===== config.mk =====
export PLATFORM = sky130hd
export DESIGN_NAME = regwrite_arbiter
export DESIGN_NICKNAME = d
export VERILOG_FILES = /design/src/rtl/regwrite_arbiter.sv
export SDC_FILE = /design/constraint.sdc
export NUM_CORES = 1
export LEC_CHECK = 0
export BUFFER_PORTS_ARGS = -buffer_cell sky130_fd_sc_hd__buf_2
export CORE_UTILIZATION = 53
export DETAILED_ROUTE_END_ITERATION = 10
export GPL_ROUTABILITY_DRIVEN = 0
export PLACE_DENSITY = 0.7
export RECOVER_POWER = 25
export SLEW_MARGIN = 0
export SYNTH_ARGS = -nofsm -noshare
export SYNTH_HDL_FRONTEND = slang
export SYNTH_HIERARCHICAL = 1
export SYNTH_SLANG_ARGS = --single-unit

===== constraint.sdc =====
create_clock -name clk -period 5.7 [get_ports clk]
set_input_delay 1.71 -clock clk [delete_from_list [all_inputs] [get_ports clk]]
set_output_delay 1.71 -clock clk [all_outputs]
set_load 0.1 [all_outputs]

===== src/rtl/regwrite_arbiter.sv =====
// Register-file write-back arbiter: two 2-entry source FIFOs (ALU, load) feeding one registered write port.
// Define WB_RR_EN for round-robin arbitration; otherwise load has fixed priority over ALU.

module regwrite_fifo (
  input  logic        clk,
  input  logic        rst_n,
  input  logic        push,
  input  logic [4:0]  push_rd,
  input  logic [31:0] push_data,
  input  logic        pop,
  output logic        ready,
  output logic        not_empty,
  output logic [4:0]  head_rd,
  output logic [31:0] head_data
);

  logic [4:0]  rd_q   [2];
  logic [31:0] data_q [2];
  logic        wr_ptr;
  logic        rd_ptr;
  logic [1:0]  count;
  logic        do_push;
  logic        do_pop;

  assign ready     = (count != 2'd2);
  assign not_empty = (count != 2'd0);
  assign do_push   = push && ready;
  assign do_pop    = pop && not_empty;
  assign head_rd   = rd_q[rd_ptr];
  assign head_data = data_q[rd_ptr];

  always_ff @(posedge clk or negedge rst_n) begin
    if (!rst_n) begin
      wr_ptr    <= 1'b0;
      rd_ptr    <= 1'b0;
      count     <= 2'd0;
      rd_q[0]   <= 5'd0;
      rd_q[1]   <= 5'd0;
      data_q[0] <= 32'd0;
      data_q[1] <= 32'd0;
    end else begin
      if (do_push) begin
        rd_q[wr_ptr]   <= push_rd;
        data_q[wr_ptr] <= push_data;
        wr_ptr         <= ~wr_ptr;
      end
      if (do_pop) begin
        rd_ptr <= ~rd_ptr;
      end
      // Simultaneous push and pop leaves the occupancy unchanged.
      case ({do_push, do_pop})
        2'b10:   count <= count + 2'd1;
        2'b01:   count <= count - 2'd1;
        default: count <= count;
      endcase
    end
  end

endmodule

module regwrite_arbiter (
  input  logic        clk,
  input  logic        rst_n,
  input  logic        alu_valid,
  input  logic [4:0]  alu_rd,
  input  logic [31:0] alu_data,
  output logic        alu_ready,
  input  logic        ld_valid,
  input  logic [4:0]  ld_rd,
  input  logic [31:0] ld_data,
  output logic        ld_ready,
  output logic        wb_enable,
  output logic [4:0]  wb_rd,
  output logic [31:0] wb_rd_data,
  output logic        busy
);

  logic        alu_push;
  logic        ld_push;
  logic        alu_ne;
  logic        ld_ne;
  logic [4:0]  alu_head_rd;
  logic [31:0] alu_head_data;
  logic [4:0]  ld_head_rd;
  logic [31:0] ld_head_data;
  logic        grant_alu;
  logic        grant_ld;

  // Writes to x0 complete the handshake but never enter the queue.
  assign alu_push = alu_valid && alu_ready && (alu_rd != 5'd0);
  assign ld_push  = ld_valid && ld_ready && (ld_rd != 5'd0);

  regwrite_fifo u_alu_fifo (
    .clk       (clk),
    .rst_n     (rst_n),
    .push      (alu_push),
    .push_rd   (alu_rd),
    .push_data (alu_data),
    .pop       (grant_alu),
    .ready     (alu_ready),
    .not_empty (alu_ne),
    .head_rd   (alu_head_rd),
    .head_data (alu_head_data)
  );

  regwrite_fifo u_ld_fifo (
    .clk       (clk),
    .rst_n     (rst_n),
    .push      (ld_push),
    .push_rd   (ld_rd),
    .push_data (ld_data),
    .pop       (grant_ld),
    .ready     (ld_ready),
    .not_empty (ld_ne),
    .head_rd   (ld_head_rd),
    .head_data (ld_head_data)
  );

`ifdef WB_RR_EN
  logic last_ld;

  always_comb begin
    grant_ld  = 1'b0;
    grant_alu = 1'b0;
    if (ld_ne && alu_ne) begin
      grant_alu = last_ld;
      grant_ld  = !last_ld;
    end else begin
      grant_ld  = ld_ne;
      grant_alu = alu_ne;
    end
  end

  // Resets to "load last granted" so the ALU wins the first tie.
  always_ff @(posedge clk or negedge rst_n) begin
    if (!rst_n) begin
      last_ld <= 1'b1;
    end else if (grant_ld) begin
      last_ld <= 1'b1;
    end else if (grant_alu) begin
      last_ld <= 1'b0;
    end
  end
`else
  always_comb begin
    grant_ld  = ld_ne;
    grant_alu = alu_ne && !ld_ne;
  end
`endif

  always_ff @(posedge clk or negedge rst_n) begin
    if (!rst_n) begin
      wb_enable  <= 1'b0;
      wb_rd      <= 5'd0;
      wb_rd_data <= 32'd0;
    end else if (grant_ld) begin
      wb_enable  <= 1'b1;
      wb_rd      <= ld_head_rd;
      wb_rd_data <= ld_head_data;
    end else if (grant_alu) begin
      wb_enable  <= 1'b1;
      wb_rd      <= alu_head_rd;
      wb_rd_data <= alu_head_data;
    end else begin
      wb_enable  <= 1'b0;
      wb_rd      <= 5'd0;
      wb_rd_data <= 32'd0;
    end
  end

  assign busy = alu_ne || ld_ne || wb_enable;

endmodule


# After elaboration in Yosys (flattened, before gate mapping)
# Cells that the tools add are included.
# totals
regBits	194
latch_bits	0
ram_bits	0
mem_bits_ro	0
input_bits	78
output_inout_bits	41
elab_cells	92
mem_count	0
# classes
n_addsub	4
multipliers	0
div	0
n_lt_le_gt_ge	6
eq_ne	6
shifts	0
muxes	32
bitwise	8
reduce_logical	19
# ops
operator	n
$mux W32	10
$bwmux W64	2
$demux W32 S1	2
$mux W5	10
$bwmux W10	2
$demux W5 S1	2
$logic_and A1 B1 Y1	10
$reduce_bool A5 Y1	2
$ge A2 B2 Y1 const B	4
$not A1 Y2	4
$pmux W2 S2	2
$reduce_bool A2 Y1	4
$add A2 B1 Y2 const B	2
$eq A2 B1 Y1 const B	2
$eq A2 B2 Y1 const B	2
$lt A2 B1 Y1 const B	2
$ne A2 B2 Y1 const B	2
$not A1 Y1	4
$sub A2 B1 Y2 const B	2
$logic_or A1 B1 Y1	2
$mux W1	2
$logic_not A1 Y1	1

# Depth between registers and ports, before layout
# depth
depth_word	6
depth_mapped	8
depth_no_buf	7

# Cells and area by module
# Netlist, hierarchy kept.
# modules_own_cells
mod	instances	cells_each	area_per_inst_um2	seq_area_each_um2
regwrite_fifo	2	214	3707.3	1951.9
regwrite_arbiter	1	162	1512.7	950.9

# Worst setup path after synthesis
# No wires, ideal clock.
# synth_path
path_kind	register -> output
from	register wb_enable
to	output port busy
arrival_ns	1.702
t_required_ns	3.990
setup_slack_ns	2.288
stages_incl_launch_ff	2
path_buffers	0
path_cell_list	dfrtp_1 > or3_1
# synth_between
elab_chain_cells	1
# synth_lines
element	line_no	rtl
start: declaration	72	output logic wb_enable,
start signal: assignment	153	wb_enable <= 1'b0;
start signal: assignment	157	wb_enable <= 1'b1;
start signal: assignment	161	wb_enable <= 1'b1;
$logic_or A1 B1 Y1	171	assign busy = alu_ne || ld_ne || wb_enable;
end: declaration	75	output logic busy
# No other way between the ends.

# Worst setup path after layout
# layout_path
from	register u_ld_fifo.count[0]
to	register u_alu_fifo.count[1]
# layout_between
elab_chain_cells	6
# layout_lines
element	line_no	rtl
start: declaration	21	logic [1:0] count;
start signal: assignment	52	2'b10: count <= count + 2'd1;
start signal: assignment	53	2'b01: count <= count - 2'd1;
start signal: assignment	54	default: count <= count;
$reduce_bool A2 Y1 (*)	26	assign not_empty = (count != 2'd0);
named net grant_ld	87	logic grant_ld;
$logic_not A1 Y1 (*)	147	grant_alu = alu_ne && !ld_ne;
$logic_and A1 B1 Y1 (*)	147	
named net grant_alu	86	logic grant_alu;
$logic_and A1 B1 Y1 (*)	28	assign do_pop = pop && not_empty;
named net u_alu_fifo.do_pop	23	logic do_pop;
$eq A2 B1 Y1 or $eq A2 B2 Y1 (tied branches)	51	case ({do_push, do_pop})
$pmux W2 S2 or $reduce_bool A2 Y1 (tied branches)	n/a	
end signal: assignment	52	
end signal: assignment	53	
end signal: assignment	54	
end: declaration	21	
# Mark *: on every way through the listed nets, which the timed path passes. The rest lies on a longest branch.
# A chain may end at the register's enable or synchronous reset.

==> summary.txt <==
Drt
  • Vias per inst: between 5 and 6
  • DRT Pass-1 Iters: 4
  • Via Count: slightly below 5000
  • Drt first-iter violations: ~210
  • Remaining antenna violation count after routing: 0
  • WL/cell: slightly below 20 um
  • Post-Route WL: roughly 18000 um
  • Post-route DRC: 0

Global routing
  • Pin count of the biggest net entering global routing: between 100 and 150
  • Total track usage: 22.5%
  • Initial antenna violation count: 2
  • First-pass GRT wire length: between 30000 and 40000 um
  • Grt ovf: 0
  • Vias in the first global route: 5592

Worst setup path
  • Crit Path Category: reg -> reg
  • Crit-path slowest cell: clkbuf_1
  • Top delay family on crit path: buffers and inverters
  • CP max stage delay: around 2.2 ns
  • Startpoint type of the worst setup path: flip-flop
  • Worst-path cell chain: or2_2 -> clkbuf_1 -> nor2b_1 -> and2_0 -> ha_1 -> xnor2_1 -> nor2_1 -> xor2_1
  • Worst EP required: slightly above 6 ns
  • CP max FO: 75
  • Worst EP arrival: about 4.8 ns
  • Buf/Inv on CP: 1
  • CP endpoint kind: flip-flop

Clock tree
  • Clock root cell: clkbuf_16
  • H-tree Lvls: 4
  • Clock Tree Buf Depth: 2
  • Clk_lat worst skew: approximately 0.43 ns
  • CTS hold repair buffers: 0
  • CTS tree: done
  • CTS buffer count: 17
  • Clock Pin Slew Worst Setup and Hold Paths: approximately 0.07 ns
  • Post-cts sizing count: 0
  • Post-CTS setup buffers: 0
  • CTS Sinks: just under 200

Timing
  • TNS Setup: 0 ns
  • Final setup fails: 0
  • Clk_skew: 0.00928 ns
  • Hold slack: 0.489 ns
  • Actual transition at the worst max-transition pin: 3.12 ns
  • Final Max Slew Viols: 76
  • RSZ-0062 raised after global routing: no
  • Hold Violations, Final: 0
  • FMAX: about 0.23 GHz
  • Crit share post-route: between 70% and 80%
  • Crit path time final: 4.40 ns
  • Worst slew margin: -108%

Synth
  • Synthesized area: 8930 um^2
  • Avg Cell Area, Syn: around 15 um^2
  • Post-synth EDFFs: 0
  • Flops & latches, synth: a little under 200
  • Synth cell types: 22
  • Synth async-reset ratio: 100%
  • Ys Warns: 6
  • Post-synth top area cell: dfrtp_1
  • Most instantiated library cell after synthesis: dfrtp_1
  • Post-synth top area share: between 50% and 60%
  • Top cells by area, synth: dfrtp_1, mux2_4, mux2_2
  • Sequential share of the synthesized area: 54.4%
  • Post-synth top cells: dfrtp_1, mux2_4, mux2_2
  • Post-Synthesis Cells: just under 600
  • Most used flip-flop cell after synthesis: dfrtp_1
  • Syn Nets: 670

Layout
  • Share of layout cells above drive strength 1: between 50 and 60%
  • Fillers: around 1300
  • Area grow syn2layout: 12.3%
  • Fin nets: roughly 780
  • Post-route insts no fill: 930

Die
  • Die Width: roughly 130 um
  • Starting density of the core: 54.0%
  • Die height: approximately 130 um
  • IO Pins: between 100 and 150
  • Core Rows: between 40 and 50
  • Die Area: 17400 um^2
  • Core area: 16500 um^2

Flow run
  • Max-cap violations: 1

Placement
  • Placed instance count: ~900
  • Port buffer count: 118
  • DP Wirelength: 11000 um

Outcome
  • Status: finished with violations
  • Violated checks: max-capacitance violations, max-slew violations

Worst hold path
  • HP Class: reg -> reg
==> worst register-to-register path: stages, from the launching register on <==
cell      delay, ns
dfrtp_1        0.43
or2_2          0.18
clkbuf_1       2.21
nor2b_1        0.48
and2_0         0.36
ha_1           0.23
xnor2_1        0.13
nor2_1         0.15
xor2_1         0.16
==> stage by stage <==
| stage | utilization, % | area (um^2) | setup WS [ns] |
|---|---|---|---|
| CTS | 60.7 | 10000 | 1.66 |
| finish | 60.7 | 10000 | 1.30 |
| floorplan | - | 8930 | 2.29 |
| global route | 60.7 | 10000 | 0.874 |
| detailed placement | 57.2 | 9450 | 1.90 |
| global placement | 57.2 | 9450 | 1.93 |
==> final timing paths <==
path                                    start                   to  slack (ns)  cells past startpoint
max                        u_ld_fifo/count[0]  u_alu_fifo/count[1]        1.30                      8
min                          u_ld_fifo/wr_ptr     u_ld_fifo/wr_ptr        0.49                      1
max reg2reg                u_ld_fifo/count[0]  u_alu_fifo/count[1]        1.30                      8
min reg2reg                  u_ld_fifo/wr_ptr     u_ld_fifo/wr_ptr        0.49                      1
max in group asynchronous               rst_n    u_alu_fifo/rd_ptr        3.16                      2
min in group asynchronous               rst_n  u_ld_fifo/data_q[4]        1.43                      1
==> layout make-up <==
| cell class | count | area [um^2] | share of cell area, % |
|---|---|---|---|
| antenna | 1 | 2.50 | 0.0250 |
| clock inverter | 9 | 105 | 1.05 |
| clock buffer | 23 | 478 | 4.77 |
| tap | 220 | 275 | 2.75 |
| sequential | 194 | 4860 | 48.4 |
| timing repair buffer | 123 | 633 | 6.31 |
| multi-input combinational | 360 | 3680 | 36.7 |
==> per-layer routing <==
layer,track usage (%),up-vias,wire (um)
met4,6.52,2,185
li1,-,2254,-
met5,0,-,13
met3,4.84,15,581
met2,37.4,89,9040
met1,29.8,2589,8110
==> flip-flops by register name, summed over array words and instances, names as in the netlist, 2 cells and up <==
register	cells
u_alu_fifo/data_q	64
wb_rd_data	32
u_ld_fifo/data_q	64
wb_rd	5
u_ld_fifo/rd_q	10
u_ld_fifo/count	2
u_alu_fifo/rd_q	10
u_alu_fifo/count	2
==> cell usage in the layout, fill, tap and decap left out, types with 6 or more instances in the layout <==
| cell | netlist | final |
|---|---|---|
| xnor2_1 | 6 | 6 |
| mux2_4 | 120 | 120 |
| dfrtp_1 | 194 | 192 |
| mux2_2 | 102 | 102 |
| nand2_1 | 70 | 70 |
| clkbuf_16 | 0 | 17 |
| buf_2 | 15 | 117 |
| o21ai_0 | 34 | 34 |
==> logic make-up after synthesis <==
logic type | synth area share [%]
xor+xnor | 0.981
compound gates | 2.42
simple gates | 4.44
fa+ha+maj | 0.280
mux | 33.0
flops | 54.4
buf+inv | 4.44
Power is left out: the tool's default activity adds up to more than one toggle a clock period on the data nets, which glitch-free logic cannot reach.
